File: src/rtl/quad_input_filter.sv
// Synchronize, tick-filter and quadrature-decode raw A/B/Z encoder pins.
// Optional saturating error counter enabled by macro QUAD_INPUT_FILTER_ERRCNT_EN.
module quad_input_filter #(
    parameter int DIV        = 16,
    parameter int FILTER_LEN = 4
) (
    input  logic       clk,
    input  logic       reset,
    input  logic       a_in,
    input  logic       b_in,
    input  logic       z_in,
    output logic       a,
    output logic       b,
    output logic       z,
    output logic       step,
    output logic       dir,
    output logic       index,
    output logic       err,
    output logic [7:0] err_count
);

    // Channel order in all 3-bit vectors: bit0 = a, bit1 = b, bit2 = z.
    logic [2:0]  w_raw;
    logic [2:0]  w_filt;
    logic [2:0]  w_prev;
    logic [1:0]  w_chg;
    logic [15:0] r_presc;
    logic        r_tick;
    logic        r_init;
    logic        r_step;
    logic        r_dir;
    logic        r_index;
    logic        r_err;

    assign w_raw = {z_in, b_in, a_in};

    always_ff @(posedge clk) begin
        if (reset) begin
            r_presc <= '0;
            r_tick  <= 1'b0;
        end else if (r_presc == 16'(DIV - 1)) begin
            r_presc <= '0;
            r_tick  <= 1'b1;
        end else begin
            r_presc <= r_presc + 16'd1;
            r_tick  <= 1'b0;
        end
    end

    always_ff @(posedge clk) begin
        if (reset) begin
            r_init <= 1'b1;
        end else if (r_tick) begin
            r_init <= 1'b0;
        end
    end

    generate
        for (genvar gi = 0; gi < 3; gi++) begin : g_chan
            logic       r_meta;
            logic       r_sync;
            logic       r_filt;
            logic       r_prev;
            logic [7:0] r_cnt;

            // r_prev trails r_filt by one clk so the decoder sees each filtered edge once.
            always_ff @(posedge clk) begin
                if (reset) begin
                    r_meta <= 1'b0;
                    r_sync <= 1'b0;
                    r_filt <= 1'b0;
                    r_prev <= 1'b0;
                    r_cnt  <= '0;
                end else begin
                    r_meta <= w_raw[gi];
                    r_sync <= r_meta;
                    r_prev <= r_filt;
                    if (r_tick) begin
                        if (r_init) begin
                            // Load both so the initial level never looks like an edge.
                            r_filt <= r_sync;
                            r_prev <= r_sync;
                            r_cnt  <= '0;
                        end else if (r_sync != r_filt) begin
                            if (r_cnt == 8'(FILTER_LEN - 1)) begin
                                r_filt <= r_sync;
                                r_cnt  <= '0;
                            end else begin
                                r_cnt <= r_cnt + 8'd1;
                            end
                        end else begin
                            r_cnt <= '0;
                        end
                    end
                end
            end

            assign w_filt[gi] = r_filt;
            assign w_prev[gi] = r_prev;
        end
    endgenerate

    assign w_chg = w_filt[1:0] ^ w_prev[1:0];

    // Forward order 00->10->11->01->00 means new a differs from old b.
    always_ff @(posedge clk) begin
        if (reset) begin
            r_step  <= 1'b0;
            r_dir   <= 1'b0;
            r_index <= 1'b0;
            r_err   <= 1'b0;
        end else begin
            r_step  <= (w_chg == 2'b01) || (w_chg == 2'b10);
            r_err   <= (w_chg == 2'b11);
            r_index <= w_filt[2] & ~w_prev[2];
            if ((w_chg == 2'b01) || (w_chg == 2'b10)) begin
                r_dir <= w_filt[0] ^ w_prev[1];
            end
        end
    end

`ifdef QUAD_INPUT_FILTER_ERRCNT_EN
    logic [7:0] r_err_count;

    always_ff @(posedge clk) begin
        if (reset) begin
            r_err_count <= '0;
        end else if (r_err && (r_err_count != 8'hFF)) begin
            r_err_count <= r_err_count + 8'd1;
        end
    end

    assign err_count = r_err_count;
`else
    assign err_count = 8'd0;
`endif

    assign a     = w_filt[0];
    assign b     = w_filt[1];
    assign z     = w_filt[2];
    assign step  = r_step;
    assign dir   = r_dir;
    assign index = r_index;
    assign err   = r_err;

endmodule

File: config.mk
export PLATFORM = sky130hd
export DESIGN_NAME = quad_input_filter
export DESIGN_NICKNAME = d
export VERILOG_FILES = /design/src/rtl/quad_input_filter.sv
export SDC_FILE = /design/constraint.sdc
export NUM_CORES = 1
export LEC_CHECK = 0
export CORE_UTILIZATION = 55
export CTS_BUF_LIST = sky130_fd_sc_hd__clkbuf_4
export DETAILED_ROUTE_END_ITERATION = 12
export PLACE_DENSITY_LB_ADDON = 0.15
export SYNTH_ARGS = -nofsm -noshare
export SYNTH_HDL_FRONTEND = slang
export SYNTH_SLANG_ARGS = --single-unit
File: constraint.sdc
create_clock -name clk -period 3.4 [get_ports clk]
set_input_delay 0.34 -clock clk [delete_from_list [all_inputs] [get_ports clk]]
set_output_delay 0.34 -clock clk [all_outputs]
set_load 0.01 [all_outputs]
==> results_dict.tcl, run 1 <==
set metrics [dict create \
    outcome "complete, no violations" \
    fin_worst_skew_ps 9.62 \
    nets 305 \
    insertion_delay_ps 390 \
    cp-end-kind "flop" \
    cts_sinks 58 \
    area_growth_pct 10.2 \
    num-fill-cells 362 \
    yosys.area.top_type "dfxtp_1" \
    pin_count 20 \
    first_iter_violations 62 \
    drtPass1Iterations 4 \
    drive_gt1_share_pct 7.67 \
    p_leak_uw 0.000933 \
    slew_violations 0 \
    root_buffer "clkbuf_4" \
    async_flop_share_pct 0 \
    clkTransAtPathRegs_ps 100 \
    synthCells 280 \
    die_y_um 69.3 \
    antenna_found_initial 0 \
    post_drt_wl_per_cell_um 11.5 \
    p_per_area_mw_per_mm2 435 \
    start_util_pct 57.2 \
    grt_pass1_vias 1644 \
    max_freq_mhz 547 \
    worst-path-max-fanout 19 \
    post_cts.repair.setup_buffers 0 \
    routed_via_density 5.15 \
    gr-total-overflow 0 \
    multi_input_area_mm2 0.00124 \
    synthXorXnorAreaFrac_pct 13.7 \
    slew-limit-headroom_pct 57.2 \
    cp_top_family "buffers and inverters" \
    wirelength_um 4040 \
    cts_resized 0 \
    synth_mux_area_share_pct 0.402 \
    arrival_ps 2100 \
    yosys.area_share.simple_pct 26.2 \
    die_area_mm2 0.00480 \
    worstPathRequired_ps 3670 \
    grt_start_max_net_pins 26 \
    cts_tree "built" \
    synth-main-ff-cell "dfxtp_1" \
    antenna_cells 0 \
    path_buf_inv 2 \
    ff_latch_area_mm2 0.00116 \
    hold_slack_ps 427 \
    drcViolationCount 0 \
    synth_area_per_cell_um2 8.89 \
    io_buffers 11 \
    tightest_slew_ps 642 \
    core_area_mm2 0.00435 \
    path_class "reg -> reg" \
    ant_nets 0 \
    row_count 24 \
    stdcell_area_mm2 0.00274 \
    place.gp.congestion 0.769 \
    synthesis.area_mm2 0.00249 \
    slowest_delay_ps 510 \
    cts-buffers-inserted 9 \
    ys_seq_area_share_pct 46.6 \
    hold_buffers 0 \
    finalCriticalPeriod_ps 1830 \
    grt.total_usage_pct 18.7 \
    hp-class "reg -> reg" \
    ff2ff_setup_slack_ps 1570 \
    vias 1814 \
    ys_ff_latch 58 \
    crit_chain "buf_4 -> clkinv_1 -> o21bai_1 -> nor2_1" \
    dpl-instance-area_mm2 0.00261 \
    synth_top_family_by_area "simple AND/OR/NAND/NOR gates" \
    synth-compound-area-share_pct 5.58 \
    drv_cap 0 \
    fp.dieW_um 69.3 \
    worstSetupStartpointType "flop" \
    rsz0062_at_grt "no" \
    crit_slowest_cell "dfxtp_1" \
    yosysUniqueCellTypes 32 \
    finalSetupTns_ps 0 \
    clockBufferDepth 2 \
    htree_levels 3 \
    hpwl_um 2680 \
    yosysWarnings 0 \
    peakVddDrop_uv 286 \
    synth_top_area_share_pct 46.6 \
    setup_viol 0 \
    grt_pass1_wl_um 7070 \
    hold_violations 0 \
    yosys.area_share.adder_pct 2.51 \
    synthTopCellsByArea "dfxtp_1, xnor2_1, nor2_1, xor2_1, nand2_1" \
    finalCritPeriodShare_pct 53.8 \
    synth_enable_flop_cells 0 \
]
==> worst paths after layout <==
| kind | startpoint | endpoint | depth (start not counted) |
|---|---|---|---|
| max | r_tick | g_chan[1].r_cnt[7] | 4 |
| min | g_chan[2].r_prev | index | 1 |
| max reg2reg | r_tick | g_chan[1].r_cnt[7] | 4 |
| min reg2reg | g_chan[2].r_prev | index | 1 |
==> flip-flops by register name, summed over array words and instances, names as in the netlist <==
| register | count |
|---|---|
| g_chan.r_prev | 3 |
| g_chan.r_sync | 3 |
| g_chan.r_cnt | 24 |
| b | 1 |
| z | 1 |
| index | 1 |
| g_chan.r_meta | 3 |
| r_presc | 16 |
| err | 1 |
| r_tick | 1 |
| step | 1 |
| a | 1 |
| r_init | 1 |
| dir | 1 |
==> worst register-to-register path, cell delays in order, from the launching register on <==
cell      delay, ps
dfxtp_1         510
buf_4           300
clkinv_1        300
o21bai_1        490
nor2_1          100
==> metrics by stage <==
step / util (%) / total power [uW] / instances / worst slack (ps)
after CTS: 63.0 / 1210 / 352 / 1530
after floorplan: - / 734 / 287 / 1920
after global placement: 59.9 / 736 / 336 / 1500
after global routing: 63.0 / 1240 / 352 / 1350
final: 63.0 / 1190 / 352 / 1570
after detailed placement: 59.9 / 737 / 336 / 1460
==> area by class of cell <==
type / count / share of cell area, %
multi-input combinational: 207 / 45.1
clock buffer: 10 / 2.74
tap: 52 / 2.37
clock inverter: 6 / 2.10
timing repair buffer: 13 / 4.56
sequential: 58 / 42.3
inverter: 6 / 0.821
==> cells in the final DEF (no fill, tap or decap), types with 5 or more instances in the layout <==
cell type,count
clkdlybuf4s50_1,11
clkbuf_4,10
nand3_1,9
xnor2_1,27
nor3_1,11
nand3b_1,5
xor2_1,12
a21oi_1,14
inv_1,5
ha_1,5
nand4_1,13
nor2b_1,8
nor4_1,7
conb_1,8
dfxtp_1,58
nand2_1,23
nor2_1,48
==> power breakdown <==
part,internal [uW],switching (uW)
clock,227,244
combinational,11.6,18.9
sequential,685,4.82
==> synth_stat cells (all sizes together) (5+ instances only) <==
library cell	instances
nor2	48
nor4	7
clkbuf	5
inv	5
nand2	23
ha	5
nand3	9
xor2	12
dfxtp	58
buf	11
xnor2	27
a21oi	14
nor2b	8
nand3b	5
nor3	11
nand4	14
==> per-layer routing <==
metal	GRT usage (%)	share of wire, %	routed length [um]	vias up
met5	0	0	0	-
met4	10.7	2.3	91	0
met3	7.41	4.6	187	9
met2	28.0	44	1800	38
met1	22.6	49	1970	807
li1	-	-	-	960
==> logic make-up after synthesis <==
| family | after synthesis |
|---|---|
| simple gates | 131 |
| flops | 58 |
| other cells | 1 |
| xor+xnor | 39 |
| compound gates | 23 |
| buf+inv | 22 |
| mux | 1 |
| fa+ha+maj | 5 |
Power figures use the tool's default switching activity.
==> run 2, diff against run 1 <==
CORE_UTILIZATION = 54   (was 55)
clock period = 1.55 ns   (was 3.4 ns; I/O delays follow)
==> run 2 against run 1 <==
Compared with the run above:
- clock-buffer cell count stayed put
- sequential power up 120%
- non-clock buffer count is 10 higher
- cell area grew 4.7%
- sequential share of layout area is 1.4 points lower
- largest cell class unchanged
- clock power grew 72%
- die area grew 1.8%
- hold slack got worse by 96 ps
- global-route usage up 1.7 points
- wire length grew 11%
- via count grew 5.1%
- register-to-register slack got worse by 1500 ps
==> results_dict.tcl, run 2 (synthesized netlist as in run 1, its figures left out) <==
set metrics [dict create \
    cts_sinks 58 \
    core_area_mm2 0.00438 \
    drtPass1Iterations 7 \
    cp_top_family "buffers and inverters" \
    post-place-ws_ps -26.2 \
    die_y_um 69.9 \
    row_count 24 \
    largest_reg_flops 24 \
    hp-class "in -> reg" \
    final_cell_mix "dfxtp_1, nor2_1, xnor2_1" \
    clockBufferDepth 2 \
    die_area_mm2 0.00489 \
    final_common_cell "dfxtp_1" \
    hold_violations 0 \
    max_freq_mhz 686 \
    crit_slowest_cell "clkdlybuf4s50_1" \
    r2r_start "r_presc[1]" \
    grt_pass1_wl_um 7980 \
    path_class "reg -> out" \
    fin_worst_skew_ps 9.32 \
    path_buf_inv 1 \
    grt_pass1_vias 1857 \
    io_buffers 11 \
    post_drt_wl_per_cell_um 12.4 \
    reg2reg_to "r_presc[14]" \
    nets 315 \
    drive_gt1_share_pct 13.9 \
    slew_violations 0 \
    hold_slack_ps 331 \
    p_int_uw 1860 \
    routed_via_density 5.28 \
    finalCriticalPeriod_ps 1460 \
    peakVddDrop_uv 626 \
    clkTransAtPathRegs_ps 90 \
    cp-end-kind "primary output" \
    antenna_cells 0 \
    antenna_found_initial 0 \
    layout_setup_ws_ps 92.6 \
    slowest_delay_ps 550 \
    setup_viol 0 \
    netSwitchingPower_uw 549 \
    root_buffer "clkbuf_4" \
    grt.total_usage_pct 20.3 \
    p_seq_share_pct 62.7 \
    worstSetupStartpointType "flop" \
    wirelength_um 4480 \
    pin_count 20 \
    cts_tree "built" \
    rsz0062_at_grt "no" \
    gr-total-overflow 0 \
    drv_cap 0 \
    first_iter_violations 85 \
    path_depth 1 \
    arrival_ps 1300 \
    area_growth_pct 15.3 \
    place.gp.congestion 0.807 \
    fp.dieW_um 69.9 \
    reg_top3 "g_chan.r_cnt (24), r_presc (16)" \
    utilization_pct 65.5 \
    htree_levels 3 \
    r2r_cells 5 \
    crit_chain "clkdlybuf4s50_1" \
    drcViolationCount 0 \
    swShare_pct 22.8 \
    ff2ff_setup_slack_ps 110 \
    insertion_delay_ps 370 \
    combPwrFrac_pct 3.5 \
    top_register "g_chan.r_cnt" \
    grt_start_max_net_pins 29 \
    p_leak_uw 0.000984 \
    hold_buffers 0 \
    crit_end "b" \
    vias 1906 \
    start_util_pct 56.8 \
    startpoint "b" \
    finalCritPeriodShare_pct 94.0 \
    outcome "complete, no violations" \
    cts-buffers-inserted 9 \
    p_clk_share_pct 33.8 \
    hpwl_um 3040 \
    worstPathRequired_ps 1390 \
    ant_nets 0 \
    finalSetupTns_ps 0 \
    p_per_area_mw_per_mm2 838 \
    worst-path-max-fanout 5 \
]
-- run 2: worst min path at each step --
stage,slack [ps],depth (start not counted),endpoint,startpoint
global route,330,2,g_chan[1].r_meta,b_in
CTS,310,2,g_chan[1].r_meta,b_in
global placement,380,1,index,g_chan[2].r_prev
detailed placement,380,1,index,g_chan[2].r_prev
finish,330,2,g_chan[1].r_meta,b_in
floorplan,280,1,g_chan[0].r_meta,a_in
-- run 2: per-stage QoR --
step                power, uW  std cells  instance area, um2
floorplan                1610        287                2520
global placement         1630        345                2700
detailed placement       1630        345                2700
CTS                      2440        360                2810
global route             2530        361                2870
finish                   2410        361                2870
-- run 2: final cells by class --
class	count	area [um2]
fillers	380	1510
multi-input cells	207	1290
flip-flops and latches	58	1170
repair buffers	23	225
clock buffers	10	75.1
well taps	52	65.1
clock inverters	5	22.5
inverters	6	22.5
-- run 2: timing repair --
action	4_1_cts	5_1_grt
gates resized for setup	4	14
pin swaps	0	3
setup buffers	0	1
endpoints found under the setup margin	8	37
-- run 2: power by group through the flow --
| stage | registers [uW] | clock network, uW | logic, uW |
|---|---|---|---|
| after detailed placement | 1550 | 0 | 80.8 |
| after global routing | 1510 | 921 | 92.7 |
| after global placement | 1550 | 0 | 79.8 |
| final | 1510 | 814 | 83.7 |
| after floorplan | 1550 | 0 | 64.4 |
| after CTS | 1510 | 843 | 82.3 |
-- run 2: metal layers --
metal  GRT usage [%]  part of all wire, %  vias up
met5               0                    0        -
met4            10.4                  1.6        0
met3            5.34                  3.5       10
met2            31.0                   46       46
met1            26.5                   49      875
li1                -                    -      975
